## config.mk

```make
export PLATFORM = sky130hd
export DESIGN_NAME = morse_symbol_decoder
export DESIGN_NICKNAME = d
export VERILOG_FILES = /design/src/rtl/morse_symbol_decoder.sv
export SDC_FILE = /design/constraint.sdc
export NUM_CORES = 1
export LEC_CHECK = 0
export ABC_AREA = 1
export CORE_ASPECT_RATIO = 1.4
export CORE_MARGIN = 4
export CORE_UTILIZATION = 45
export DETAILED_ROUTE_END_ITERATION = 12
export GPL_TIMING_DRIVEN = 1
export PLACE_DENSITY = 0.63
export REMOVE_ABC_BUFFERS = 1
export SYNTH_ARGS = -nofsm -noshare
export SYNTH_HDL_FRONTEND = slang
export SYNTH_SLANG_ARGS = --single-unit
```

## constraint.sdc

```tcl
create_clock -name clk -period 2.6 [get_ports clk]
set_clock_uncertainty 0.05 [all_clocks]
set_input_delay 0.26 -clock clk [delete_from_list [all_inputs] [get_ports clk]]
set_output_delay 0.26 -clock clk [all_outputs]
set_load 0.01 [all_outputs]
```

## src/rtl/morse_symbol_decoder.sv

```systemverilog
// Morse key timer: classifies presses as dot/dash, groups them into letters
// and emits one registered letter per inter-letter gap.
module morse_symbol_decoder #(
  parameter int DOT_MAX    = 25_000_000,
  parameter int LETTER_GAP = 50_000_000,
  parameter int CNT_W      = 27
) (
  input  logic       clk,
  input  logic       rst,
  input  logic       key,
  output logic       letter_valid,
  output logic [4:0] letter_code,
  output logic [2:0] letter_len,
  output logic       letter_err,
  output logic       busy
);

  typedef enum logic [1:0] {
    ARM, IDLE, PRESS, GAP
  } state_t;

  localparam logic [CNT_W-1:0] DOT_C = CNT_W'(DOT_MAX);
  localparam logic [CNT_W-1:0] GAP_C = CNT_W'(LETTER_GAP);
  localparam logic [CNT_W-1:0] ONE_C = CNT_W'(1);

  state_t           r_state;
  logic [CNT_W-1:0] r_timer;
  logic [4:0]       r_buf;
  logic [2:0]       r_cnt;
  logic             r_err;
  logic             r_valid;
  logic [4:0]       r_code;
  logic [2:0]       r_len;
  logic             r_lerr;

  state_t           w_state_n;
  logic [CNT_W-1:0] w_timer_n;
  logic [CNT_W-1:0] w_timer_inc;
  logic [4:0]       w_buf_n;
  logic [2:0]       w_cnt_n;
  logic             w_err_n;
  logic             w_emit;
  logic             w_dash;

  assign w_timer_inc = r_timer + ONE_C;
  assign w_dash      = (r_timer > DOT_C);

  always_comb begin
    w_state_n = r_state;
    w_timer_n = r_timer;
    w_buf_n   = r_buf;
    w_cnt_n   = r_cnt;
    w_err_n   = r_err;
    w_emit    = 1'b0;
    unique case (r_state)
      ARM: begin
        if (!key) w_state_n = IDLE;
      end
      IDLE: begin
        if (key) begin
          w_state_n = PRESS;
          w_timer_n = ONE_C;
          w_buf_n   = '0;
          w_cnt_n   = '0;
          w_err_n   = 1'b0;
        end
      end
      PRESS: begin
        if (key) begin
          if (r_timer != '1) w_timer_n = w_timer_inc;
        end else begin
          // sixth and later symbols only mark the letter as bad
          if (r_cnt < 3'd5) begin
            w_buf_n = {r_buf[3:0], w_dash};
            w_cnt_n = r_cnt + 3'd1;
          end else begin
            w_err_n = 1'b1;
          end
          w_state_n = GAP;
          w_timer_n = ONE_C;
        end
      end
      GAP: begin
        if (key) begin
          w_state_n = PRESS;
          w_timer_n = ONE_C;
        end else if (w_timer_inc == GAP_C) begin
          w_emit    = 1'b1;
          w_state_n = IDLE;
          w_timer_n = '0;
          w_buf_n   = '0;
          w_cnt_n   = '0;
          w_err_n   = 1'b0;
        end else begin
          w_timer_n = w_timer_inc;
        end
      end
      default: w_state_n = ARM;
    endcase
  end

  always_ff @(posedge clk or posedge rst) begin
    if (rst) begin
      r_state <= ARM;
      r_timer <= '0;
      r_buf   <= '0;
      r_cnt   <= '0;
      r_err   <= 1'b0;
      r_valid <= 1'b0;
      r_code  <= '0;
      r_len   <= '0;
      r_lerr  <= 1'b0;
    end else begin
      r_state <= w_state_n;
      r_timer <= w_timer_n;
      r_buf   <= w_buf_n;
      r_cnt   <= w_cnt_n;
      r_err   <= w_err_n;
      r_valid <= w_emit;
      if (w_emit) begin
        r_code <= r_buf;
        r_len  <= r_cnt;
        r_lerr <= r_err;
      end
    end
  end

  assign letter_valid = r_valid;
  assign letter_code  = r_code;
  assign letter_len   = r_len;
  assign letter_err   = r_lerr;
  assign busy         = (r_state == PRESS) || (r_state == GAP);

endmodule

```

-- After elaboration in Yosys (flattened, before gate mapping)
Index checks and enable logic that the tools add are counted.
- register bits after elaboration: 48
- input port bits: 3
- output and inout bits: 11
- logic and storage cells: 67
- add/sub/neg operators: 2
- $lt $le $gt $ge: 2
- equality and inequality tests: 14
- multiplexer cells: 33
- reduce and logical (&&, ||, !) cells: 7
- operator list (kind ; number):
    27-bit two-way mux ; 5
    27-bit one-hot mux with 3 select lines ; 1
    27-bit by 1-bit adder with 27-bit output, second input constant ; 1
    27-bit by 26-bit equality test with 1-bit output, second input constant ; 1
    27-bit by 25-bit > comparator with 1-bit output, second input constant ; 1
    27-bit inequality test, second input constant ; 1
    5-bit two-way mux ; 5
    3-bit two-way mux ; 5
    5-bit one-hot mux with 3 select lines ; 1
    2-bit inequality test, second input constant ; 7
    6-bit AND reduction ; 2
    2-bit two-way mux ; 5
    3-bit one-hot mux with 3 select lines ; 1
    1-bit two-way mux ; 8
    2-bit one-hot mux with 4 select lines ; 1
    3-bit inequality test, second input constant ; 2
    2-bit equality test, second input constant ; 2
    4-bit AND reduction ; 1
    3-bit by 1-bit adder with 3-bit output, second input constant ; 1
    3-bit less-than comparator, second input constant ; 1
    1-bit one-hot mux with 3 select lines ; 1
    3-bit AND reduction ; 1
    3-bit nonzero test ; 1
    2-bit by 1-bit equality test with 1-bit output, second input constant ; 1
    other kinds (2) ; 2

-- Logic depth before layout (Yosys ltp)
Gate-level depths: netlist of the first run.
- depth after elaboration: 5
- gate-level depth with buffers: 17
- depth with buffers taken out: 17

-- Worst setup path after synthesis of the first run
No wires, ideal clock.
- kind: register to register
- start point: reg r_timer[1]
- end point: reg r_len[1], in the netlist letter_len[1]
- data arrival time: 2.033 ns
- data required time: 2.432 ns
- slack: 0.399 ns
- stages on the path, launching flop included: 17
- path buffers: 1
- period minus slack after synthesis: 2.201 ns
- cell sequence: dfrtp_1 ha_1 nand2_2 nor2_4 nand2_2 nor2_4 nand2_1 nand2_1 and2_1 nand2_1 nor2_2 nand3_2 nor2_4 nand2_4 buf_6 nand2_1 o21ai_2
- longest elaborated chain between the ends: 5
- RTL lines (what ; line ; RTL):
    from (decl) ; 27 ; logic [CNT_W-1:0] r_timer;
    from (signal assigned) ; 115 ; r_timer <= w_timer_n;
    27-bit by 1-bit adder with 27-bit output ; 45 ; assign w_timer_inc = r_timer + ONE_C;
    27-bit by 26-bit equality test with 1-bit output ; 87 ; end else if (w_timer_inc == GAP_C) begin
    1-bit two-way mux ; 87 ;
    1-bit two-way mux ; 84 ; if (key) begin
    1-bit two-way mux ; 55 ; unique case (r_state)
    to (signal assigned) ; 122 ; r_len <= r_cnt;
    to (decl) ; 33 ; logic [2:0] r_len;
No other way between the ends.
A chain may end at the register's enable or synchronous reset.

-- Worst setup path in the final report of the first run
- start point: reg r_timer[1]
- end point: reg r_timer[19]
- longest elaborated chain between the ends: 5
- elaborated cells between the ends (all ways): 10
- classes of those cells: 1 x add/sub; 3 x eq/ne; 5 x mux; 1 x reduce/logical
- RTL lines (what ; line):
    27-bit by 1-bit adder with 27-bit output ; 45
    27-bit by 26-bit equality test with 1-bit output ; 87
    27-bit two-way mux ; 87
    27-bit two-way mux ; 84
    27-bit one-hot mux with 3 select lines ; 55
Several ways; a longest one is shown, not always the timed one. The select of a mux whose other input is x is not followed.

==> qor.csv, run 1 <==
stage;metric;value;unit
drt;antenna_left;0;
timing;hold_slack;123;ps
drt;dr.pass1.iters;4;
drt;routed_wl;9610;um
floorplan;initial_utilization;46.7;%
cells_and_area;area_growth;18.8;%
placement;preCtsSetupSlack;7.28;ps
cells_and_area;drive_above_1_share;19.4;%
grt;grt_pass1_vias;3103;
drt;vias_per_cell;5.10;
clock_tree;numClockSinks;48;
setup_path;critPathLaunchType;flop;
pwr;powerDensity;369;nW/um^2
setup_path;path_class;flop to flop;
yosys;synth_cells;494;
floorplan;core;7070;um^2
grt;grt_pass1_wl;15800;um
cells_and_area;stdcell_count;626;
yosys;ys_ff_latch;48;
clock_tree;path_clk_slew;100;ps
yosys;synth_area;3300;um^2
placement;dp_hpwl;7270;um
floorplan;io_pins;14;
floorplan;rows;36;
grt;track_usage;23.3;%
timing;worst_slew_pin_slew;415;ps
yosys;synthTopCellsByArea;dfrtp_1 36%, nand2_1 21%, nor2_1 6.6%;
drt;routed-via-count;3192;
yosys;synth_top_area_share;36.4;%
timing;max_slew_margin;72.2;%
drt;drc_errors;0;
cells_and_area;antenna_cells;0;
timing;tns;0;ps
pwr;ir_worst_vdd;0.000327;V
hold_path;hold_path_class;input port to asynchronous set/reset pin;
timing;finalHoldViolCount;0;
setup_path;arrival;2640;ps
yosys;ys_seq_area_share;36.4;%
setup_path;required;2760;ps
cells_and_area;fillers;717;
setup_path;setup.worst_path.start;r_timer[1]$_DFFE_PP0P_;
grt;grt-ovfl-total;0;
setup_path;cp_max_fo;16;
cells_and_area;nets;536;
timing;finalCritPeriodShare;95.4;%
yosys;yosys_warnings;0;
yosys;synth_edf_count;0;
timing;fin_ws;119;ps
yosys;ys_types;32;
clock_tree;ctsHoldBuffers;0;
timing;slew_violations;0;
job;maxCapViolations;0;
clock_tree;cts_buffers;5;
pwr;leakage;0.00176;uW
setup_path;end_kind;flop;
timing;fin_crit;2480;ps
clock_tree;clock_path_buffers;2;
drt;drt_iter0_markers;241;
yosys;avgSynthCellArea;6.69;um^2
clock_tree;insertion_delay;320;ps
timing;fmax;403;MHz
timing;setup_viol;0;
yosys;async_flop_share;100;%
yosys;synth.most_common_cell;nand2_1;
placement;numPlacedInstances;609;
floorplan;die_area;8790;um^2
drt;wl_per_cell;15.3;um
clock_tree;cts_tree;done;
run_status;outcome;completed;
placement;gp_congestion;0.975;
yosys;ys_top_cells_by_count;185 x nand2_1, 58 x nor2_1, 48 x dfrtp_1, 48 x inv_1, 41 x nand3_1;
clock_tree;cts_max_level;2;
yosys;ys.flop_type;dfrtp_1;
placement;port_buffers;13;
floorplan;chipWidth;80.4;um
grt;grt_max_degree;23;
yosys;synth_largest_area_cell;dfrtp_1;
placement;placed_cell_area;3620;um^2
setup_path;r2r-start;r_timer[1]$_DFFE_PP0P_;
cells_and_area;fin_area;3930;um^2
grt;antenna_found_initial;0;
floorplan;die_y;109;um
clock_tree;clock-root-buffer;clkbuf_8;
## metrics by stage
stage	utilization [%]	power, uW
3_5_place_dp	51.1	926
4_1_cts	52.8	1440
5_1_grt	55.5	1510
6_report	55.5	1450
3_3_place_gp	51.1	923
2_1_floorplan	-	880
## per-layer routing
layer / global-route usage [%] / vias up / routed length [um]
li1: - / 1637 / -
met1: 29.1 / 1462 / 3980
met2: 40.5 / 72 / 4960
met3: 3.28 / 21 / 311
met4: 9.06 / 0 / 348
met5: 0 / - / 0
## area by class of cell
cell class,instances,area [um^2],area share [%]
multi-input cells,383,1960,49.9
inverters,53,201,5.13
clock inverters,2,17.5,0.446
clock buffers,6,82.6,2.10
flip-flops and latches,48,1210,30.7
repair buffers,39,342,8.70
well taps,95,119,3.03
## registers in the layout, summed over array words and instances, names as in the netlist, 2 cells and up
signal,count
letter_len,3
r_cnt,3
r_state,2
r_buf,5
letter_code,5
r_timer,27
## logic make-up after synthesis
family,Yosys count,share of synthesized area [%]
simple gates,333,44.4
buf+inv,64,8.18
flops,48,36.4
compound gates,41,8.64
xor+xnor,5,1.33
fa+ha+maj,3,1.14
## critical path, stage by stage, from the launching register on
cell and delay, ps:
dfrtp_1 440, ha_4 170, nand2_2 70, nor2_4 230, nand2_4 100, nor2_4 130, nand2_2 70, nand2_2 70
and2_1 120, nand2_1 60, nor2_2 150, nand3_2 100, nor2_4 230, o21ai_4 90, buf_12 150, nand2_1 50
nand2_1 50
## power by group
part	total, uW	internal [uW]	switching (uW)
Combinational	154	55.0	98.7
Clock	510	223	287
Sequential	783	762	20.7
Total	1450	1040	406
## cells in the final DEF, fill, tap and decap left out, types with 3 or more instances in the layout
cell,n
a21oi_1,9
buf_4,24
clkbuf_8,6
clkdlybuf4s50_1,13
dfrtp_1,44
dfrtp_2,4
inv_1,47
inv_2,3
nand2_1,174
nand2_2,19
nand2_4,3
nand3_1,41
nand4_1,14
nor2_1,50
nor2_2,11
nor2_4,9
nor3_1,5
o211ai_1,8
o21ai_0,8
o21ai_2,13
xor2_1,4
## what timing repair did
action	CTS	global route
pin swaps	1	14
cloned	1	0
buffers inserted	0	8
resized for setup	1	36
endpoints found under the setup margin	6	36
## final timing paths
kind | slack, ps | depth (start not counted) | to
min reg2reg | 440 | 2 | letter_len[2]$_DFFE_PP0P_
max in group asynchronous | 1800 | 3 | r_timer[17]$_DFFE_PP0P_
min in group clk | 440 | 2 | letter_len[2]$_DFFE_PP0P_
max reg2reg | 120 | 16 | r_timer[19]$_DFFE_PP0P_
min | 120 | 2 | r_timer[8]$_DFFE_PP0P_
max | 120 | 16 | r_timer[19]$_DFFE_PP0P_
Power figures use the tool's default switching activity.
==> inputs of run 2 (changes only) <==
Settings changed: CORE_UTILIZATION 45 to 61, CTS_BUF_LIST from default to sky130_fd_sc_hd__clkbuf_16, CTS_CLUSTER_DIAMETER from default to 120, PLACE_DENSITY 0.63 to 0.81.
==> run 2 against run 1 <==
Net effect:
- count of clock-buffer cells in the layout fell by 1
- clock power rose by 45%
- final area fell by 2.3%
- final cell count fell by 6.1%
- sequential cell count did not move
- worst setup slack got worse by 24 ps
- first-iteration DRC count rose by 13%
- die area fell by 24%
- global-route usage rose by 4.4 points
- critical path type unchanged
- critical endpoint is now r_timer[23]$_DFFE_PP0P_
- largest cell class unchanged
- largest power group unchanged
- highest routed layer unchanged
==> qor.csv, run 2 (synthesis gave the netlist of run 1 again) <==
stage;metric;value;unit
run_status;outcome;completed;
setup_path;critPathLaunchType;flop;
clock_tree;cts_buffers;5;
floorplan;io_pins;14;
timing;fin_crit;2500;ps
floorplan;core;5200;um^2
clock_tree;ctsHoldBuffers;0;
pwr;ir_worst_vdd;0.000413;V
drt;drt_iter0_markers;272;
clock_tree;cts_tree;done;
hold_path;hold_path_class;input port to asynchronous set/reset pin;
cells_and_area;top_register;r_timer;
clock_tree;cts_max_level;2;
floorplan;die_y;95.1;um
timing;fin_ws;95.2;ps
placement;preCtsSetupSlack;-68.4;ps
setup_path;required;2730;ps
cells_and_area;final_cell_mix;182 x nand2_1, 54 x nor2_1, 47 x inv_1;
grt;grt_max_degree;24;
drt;routed_wl;9090;um
setup_path;critical_path.slowest_cell;dfrtp_1;
grt;antenna_found_initial;0;
clock_tree;clock_path_buffers;2;
clock_tree;insertion_delay;290;ps
cells_and_area;area_growth;16.1;%
cells_and_area;fillers;421;
job;maxCapViolations;0;
pwr;p_int;1270;uW
cells_and_area;nets;527;
placement;dp_hpwl;6580;um
pwr;p_sw;404;uW
drt;routed-via-count;3375;
pwr;powerDensity;436;nW/um^2
timing;fmax;399;MHz
clock_tree;clock-root-buffer;clkbuf_16;
drt;vias_per_cell;5.74;
floorplan;die_area;6670;um^2
timing;finalCritPeriodShare;96.3;%
pwr;seq_power_share;47.0;%
floorplan;chipWidth;70.2;um
floorplan;rows;31;
pwr;switching_share;24.2;%
clock_tree;numClockSinks;48;
pwr;clockPowerShare;44.2;%
timing;rsz0062_at_grt;yes;
pwr;leakage;0.00174;uW
cells_and_area;largest_register_ffs;27;
timing;worst_slew_pin_slew;610;ps
grt;grt_pass1_wl;14600;um
placement;port_buffers;13;
timing;finalHoldViolCount;0;
timing;slew_violations;0;
cells_and_area;stdcell_count;588;
grt;grt-ovfl-total;0;
setup_path;end_kind;flop;
placement;gp_congestion;0.994;
grt;grt_pass1_vias;3155;
timing;max_slew_margin;59.2;%
drt;antenna_left;0;
grt;track_usage;27.7;%
drt;drc_errors;0;
clock_tree;path_clk_slew;70;ps
drt;wl_per_cell;15.5;um
pwr;power;1670;uW
cells_and_area;final_common_cell;nand2_1;
pwr;comb_power_share;8.8;%
placement;numPlacedInstances;572;
setup_path;path_cells;nand2_1, nor2_2, nand2_1, nor2_4, nand2_2, xor2_1, nor2_1, nand4_1, nor2_4, o21ai_4, buf_12, nand2_1, nand2_1;
setup_path;cp_slowest_stage_delay;500;ps
setup_path;arrival;2640;ps
setup_path;critical_path.top_delay_family;simple AND/OR/NAND/NOR gates;
setup_path;path_class;flop to flop;
floorplan;initial_utilization;63.6;%
cells_and_area;antenna_cells;0;
timing;hold_slack;246;ps
setup_path;crit_top_cell;nand2_1;
drt;dr.pass1.iters;5;
timing;setup_viol;0;
setup_path;cp_num_buf_inv;1;
cells_and_area;drive_above_1_share;15.3;%
setup_path;cp_max_fo;16;
-- run 2: worst reg2reg max path, delay by kind of cell (launching register included) --
kind | cells | cell delay (ps)
buf+inv | 1 | 160
flops | 1 | 500
compound gates | 1 | 110
xor+xnor | 1 | 170
simple gates | 10 | 1400
-- run 2: repair_timing --
item / in CTS / in global routing
cloned: 1 / 1
gates resized for setup: 2 / 16
hold endpoints to repair: 0 / 0
pin swaps: 0 / 8
setup buffers: 0 / 6
endpoints found under the setup margin: 8 / 36
-- run 2: path summary, 6_finish.rpt --
check	from	slack, ps	cells after the start	to
max	r_timer[2]$_DFFE_PP0P_	100	13	r_timer[23]$_DFFE_PP0P_
min	rst	250	2	r_buf[4]$_DFFE_PP0P_
max reg2reg	r_timer[2]$_DFFE_PP0P_	100	13	r_timer[23]$_DFFE_PP0P_
min reg2reg	letter_len[1]$_DFFE_PP0P_	430	2	letter_len[1]$_DFFE_PP0P_
max in group asynchronous	rst	1620	3	r_timer[0]$_DFFE_PP0P_
min in group clk	letter_len[1]$_DFFE_PP0P_	430	2	letter_len[1]$_DFFE_PP0P_
-- run 2: power by group through the flow --
| stage | Clock [uW] | Sequential, uW | Combinational, uW |
|---|---|---|---|
| 2_1_floorplan | 0 | 792 | 88.2 |
| 3_3_place_gp | 0 | 796 | 119 |
| 3_5_place_dp | 0 | 797 | 122 |
| 4_1_cts | 746 | 783 | 126 |
| 5_1_grt | 779 | 787 | 163 |
| 6_report | 739 | 785 | 147 |
-- run 2: area by class of cell --
| cell class | instances | area [um^2] | share of cell area [%] |
|---|---|---|---|
| clock buffer | 5 | 125 | 3.26 |
| tap | 66 | 82.6 | 2.15 |
| timing repair buffer | 29 | 263 | 6.85 |
| clock inverter | 3 | 42.5 | 1.11 |
| sequential | 48 | 1200 | 31.4 |
| inverter | 53 | 201 | 5.25 |
| multi-input combinational | 384 | 1920 | 50.0 |
-- run 2: metal layers --
metal / global-route usage (%) / up-vias / share of wire (%)
li1: - / 1622 / -
met1: 32.7 / 1556 / 39
met2: 49.8 / 155 / 50
met3: 3.59 / 42 / 5.6
met4: 13.1 / 0 / 5.0
met5: 0 / - / 0
-- run 2: through the flow --
step	setup TNS (ps)	instance area, um^2	util (%)
final	0	3830	73.8
after global routing	-852	3830	73.8
after CTS	0	3710	71.3
after detailed placement	-405	3520	67.7
after global placement	0	3520	67.7
after floorplan	0	3230	-
==> inputs of run 3 (changes only) <==
Settings changed: ABC_CLOCK_PERIOD_IN_PS from default to 2600, CORE_MARGIN 4 to 2.
==> run 3 against run 2 <==
Net effect:
- wire length rose by 2.0%
- total power is 4.7% lower
- sequential share of layout area increased by 0.13 points
- worst hold slack got worse by 51 ps
- first-iteration DRC count rose by 15%
- sequential power is essentially flat
- count of clock-buffer cells in the layout stayed put
- final area is 0.20% lower
- die area shrank 9.7%
- highest routed layer unchanged
==> qor.csv, run 3 (synthesis gave the netlist of run 1 again) <==
stage;metric;value;unit
grt;grt-ovfl-total;0;
setup_path;r2r_end;r_timer[9]$_DFFE_PP0P_;
floorplan;die_area;6030;um^2
cells_and_area;final_cell_mix;184 x nand2_1, 50 x nor2_1, 47 x inv_1;
setup_path;cp_max_fo;16;
timing;rsz0062_at_grt;yes;
floorplan;rows;31;
grt;grt_pass1_vias;3332;
cells_and_area;fillers;443;
pwr;ir_worst_vdd;0.000359;V
cells_and_area;final_common_cell;nand2_1;
drt;antenna_left;0;
timing;finalHoldViolCount;0;
run_status;outcome;completed;
setup_path;arrival;2580;ps
grt;antenna_found_initial;0;
placement;dp_hpwl;6850;um
job;maxCapViolations;0;
cells_and_area;area_growth;15.9;%
placement;placed_cell_area;3550;um^2
grt;grt_pass1_wl;15600;um
cells_and_area;drive_above_1_share;16.2;%
setup_path;path_class;flop to flop;
clock_tree;cts_max_level;2;
timing;tns;0;ps
clock_tree;cts_buffers;5;
drt;routed-via-count;3376;
floorplan;initial_utilization;63.6;%
setup_path;r2r_setup_slack;160;ps
timing;fmax;410;MHz
clock_tree;cts_tree;done;
pwr;powerDensity;416;nW/um^2
setup_path;critPathLaunchType;flop;
timing;max_slew_margin;72.2;%
setup_path;r2r-start;r_timer[8]$_DFFE_PP0P_;
drt;dr.pass1.iters;5;
setup_path;required;2740;ps
clock_tree;clock_path_buffers;2;
clock_tree;numClockSinks;48;
cells_and_area;nets;530;
placement;gp_congestion;0.996;
timing;fin_ws;159;ps
floorplan;chipWidth;66.2;um
pwr;leakage;0.00171;uW
cells_and_area;antenna_cells;0;
cells_and_area;regArea;1210;um^2
clock_tree;path_clk_slew;70;ps
floorplan;die_y;91.1;um
cells_and_area;multiInputGateArea;1900;um^2
cells_and_area;fin_area;3830;um^2
placement;preCtsSetupSlack;-23.2;ps
pwr;power;1590;uW
clock_tree;ctsHoldBuffers;0;
setup_path;reg2reg_depth;13;
cells_and_area;fin_util;73.6;%
timing;fin_crit;2440;ps
grt;grt_max_degree;21;
placement;port_buffers;13;
timing;slew_violations;0;
drt;drc_errors;0;
timing;finalCritPeriodShare;93.9;%
drt;routed_wl;9260;um
setup_path;end_kind;flop;
cells_and_area;largest_register_ffs;27;
drt;drt_iter0_markers;312;
drt;wl_per_cell;15.7;um
timing;setup_viol;0;
floorplan;core;5200;um^2
clock_tree;clock-root-buffer;clkbuf_16;
timing;worst_slew_pin_slew;415;ps
clock_tree;insertion_delay;290;ps
drt;vias_per_cell;5.71;
hold_path;hold_path_class;input port to asynchronous set/reset pin;
cells_and_area;top_register;r_timer;
floorplan;io_pins;14;
grt;track_usage;33.0;%
-- run 3: cell types whose count changed in the layout (fill, tap and decap cells not counted), moves of 3 or more --
cell     before  now
nor2_2       11   15
nand2_4       4    1
nor2_1       54   50
buf_4        15   19
-- run 3: what timing repair did --
item	CTS	global route
cloned	1	0
setup endpoints to repair	7	36
endpoints found under the hold margin	0	0
setup buffers	0	6
pin swaps	1	4
resized for setup	1	18
-- run 3: worst max path at each step --
stage,start,to,slack [ps],cells past startpoint
2_1_floorplan,r_state[1]$_DFFE_PP0P_,r_timer[0]$_DFFE_PP0P_,150,11
3_3_place_gp,r_timer[0]$_DFFE_PP0P_,r_buf[4]$_DFFE_PP0P_,90,16
3_5_place_dp,r_timer[0]$_DFFE_PP0P_,r_cnt[2]$_DFFE_PP0P_,-20,16
4_1_cts,r_timer[0]$_DFFE_PP0P_,r_cnt[2]$_DFFE_PP0P_,20,16
5_1_grt,r_timer[8]$_DFFE_PP0P_,r_timer[7]$_DFFE_PP0P_,-20,13
6_report,r_timer[8]$_DFFE_PP0P_,r_timer[9]$_DFFE_PP0P_,160,13
-- run 3: report_power, final --
part / internal, uW / switching (uW) / leakage [uW]
logic: 52.1 / 97.1 / 0.000984
registers: 763 / 21.4 / 0.000650
clock network: 361 / 298 / 0.0000722
total: 1180 / 417 / 0.00171
-- run 3: critical path, cell delays in order, from the launching register on --
cell	delay (ps)
dfrtp_1	460
nand2_1	140
nor2_2	190
nand2_1	110
nor2_4	220
nand2_2	100
xor2_1	170
nor2_1	130
nand4_1	150
nor2_4	250
o21ai_4	100
buf_12	150
nand2_1	60
nand2_1	50
-- run 3: cell type report --
| cell class | instances | area share, % |
|---|---|---|
| Clock buffer | 5 | 3.27 |
| Sequential cell | 48 | 31.5 |
| Multi-Input combinational cell | 383 | 49.6 |
| Timing Repair Buffer | 33 | 7.65 |
| Clock inverter | 3 | 0.556 |
| Inverter | 53 | 5.26 |
| Tap cell | 66 | 2.16 |
-- run 3: stage by stage --
step	hold slack, ps	cells
2_1_floorplan	366	483
3_3_place_gp	415	576
5_1_grt	253	591
3_5_place_dp	420	576
6_report	195	591
4_1_cts	208	585
-- run 3: routing by layer --
layer	up-vias	global-route usage (%)	wire, um
met5	-	0	0
met4	0	13.6	410
met3	38	3.84	488
met2	153	58.0	4780
met1	1557	39.7	3590
li1	1628	-	-
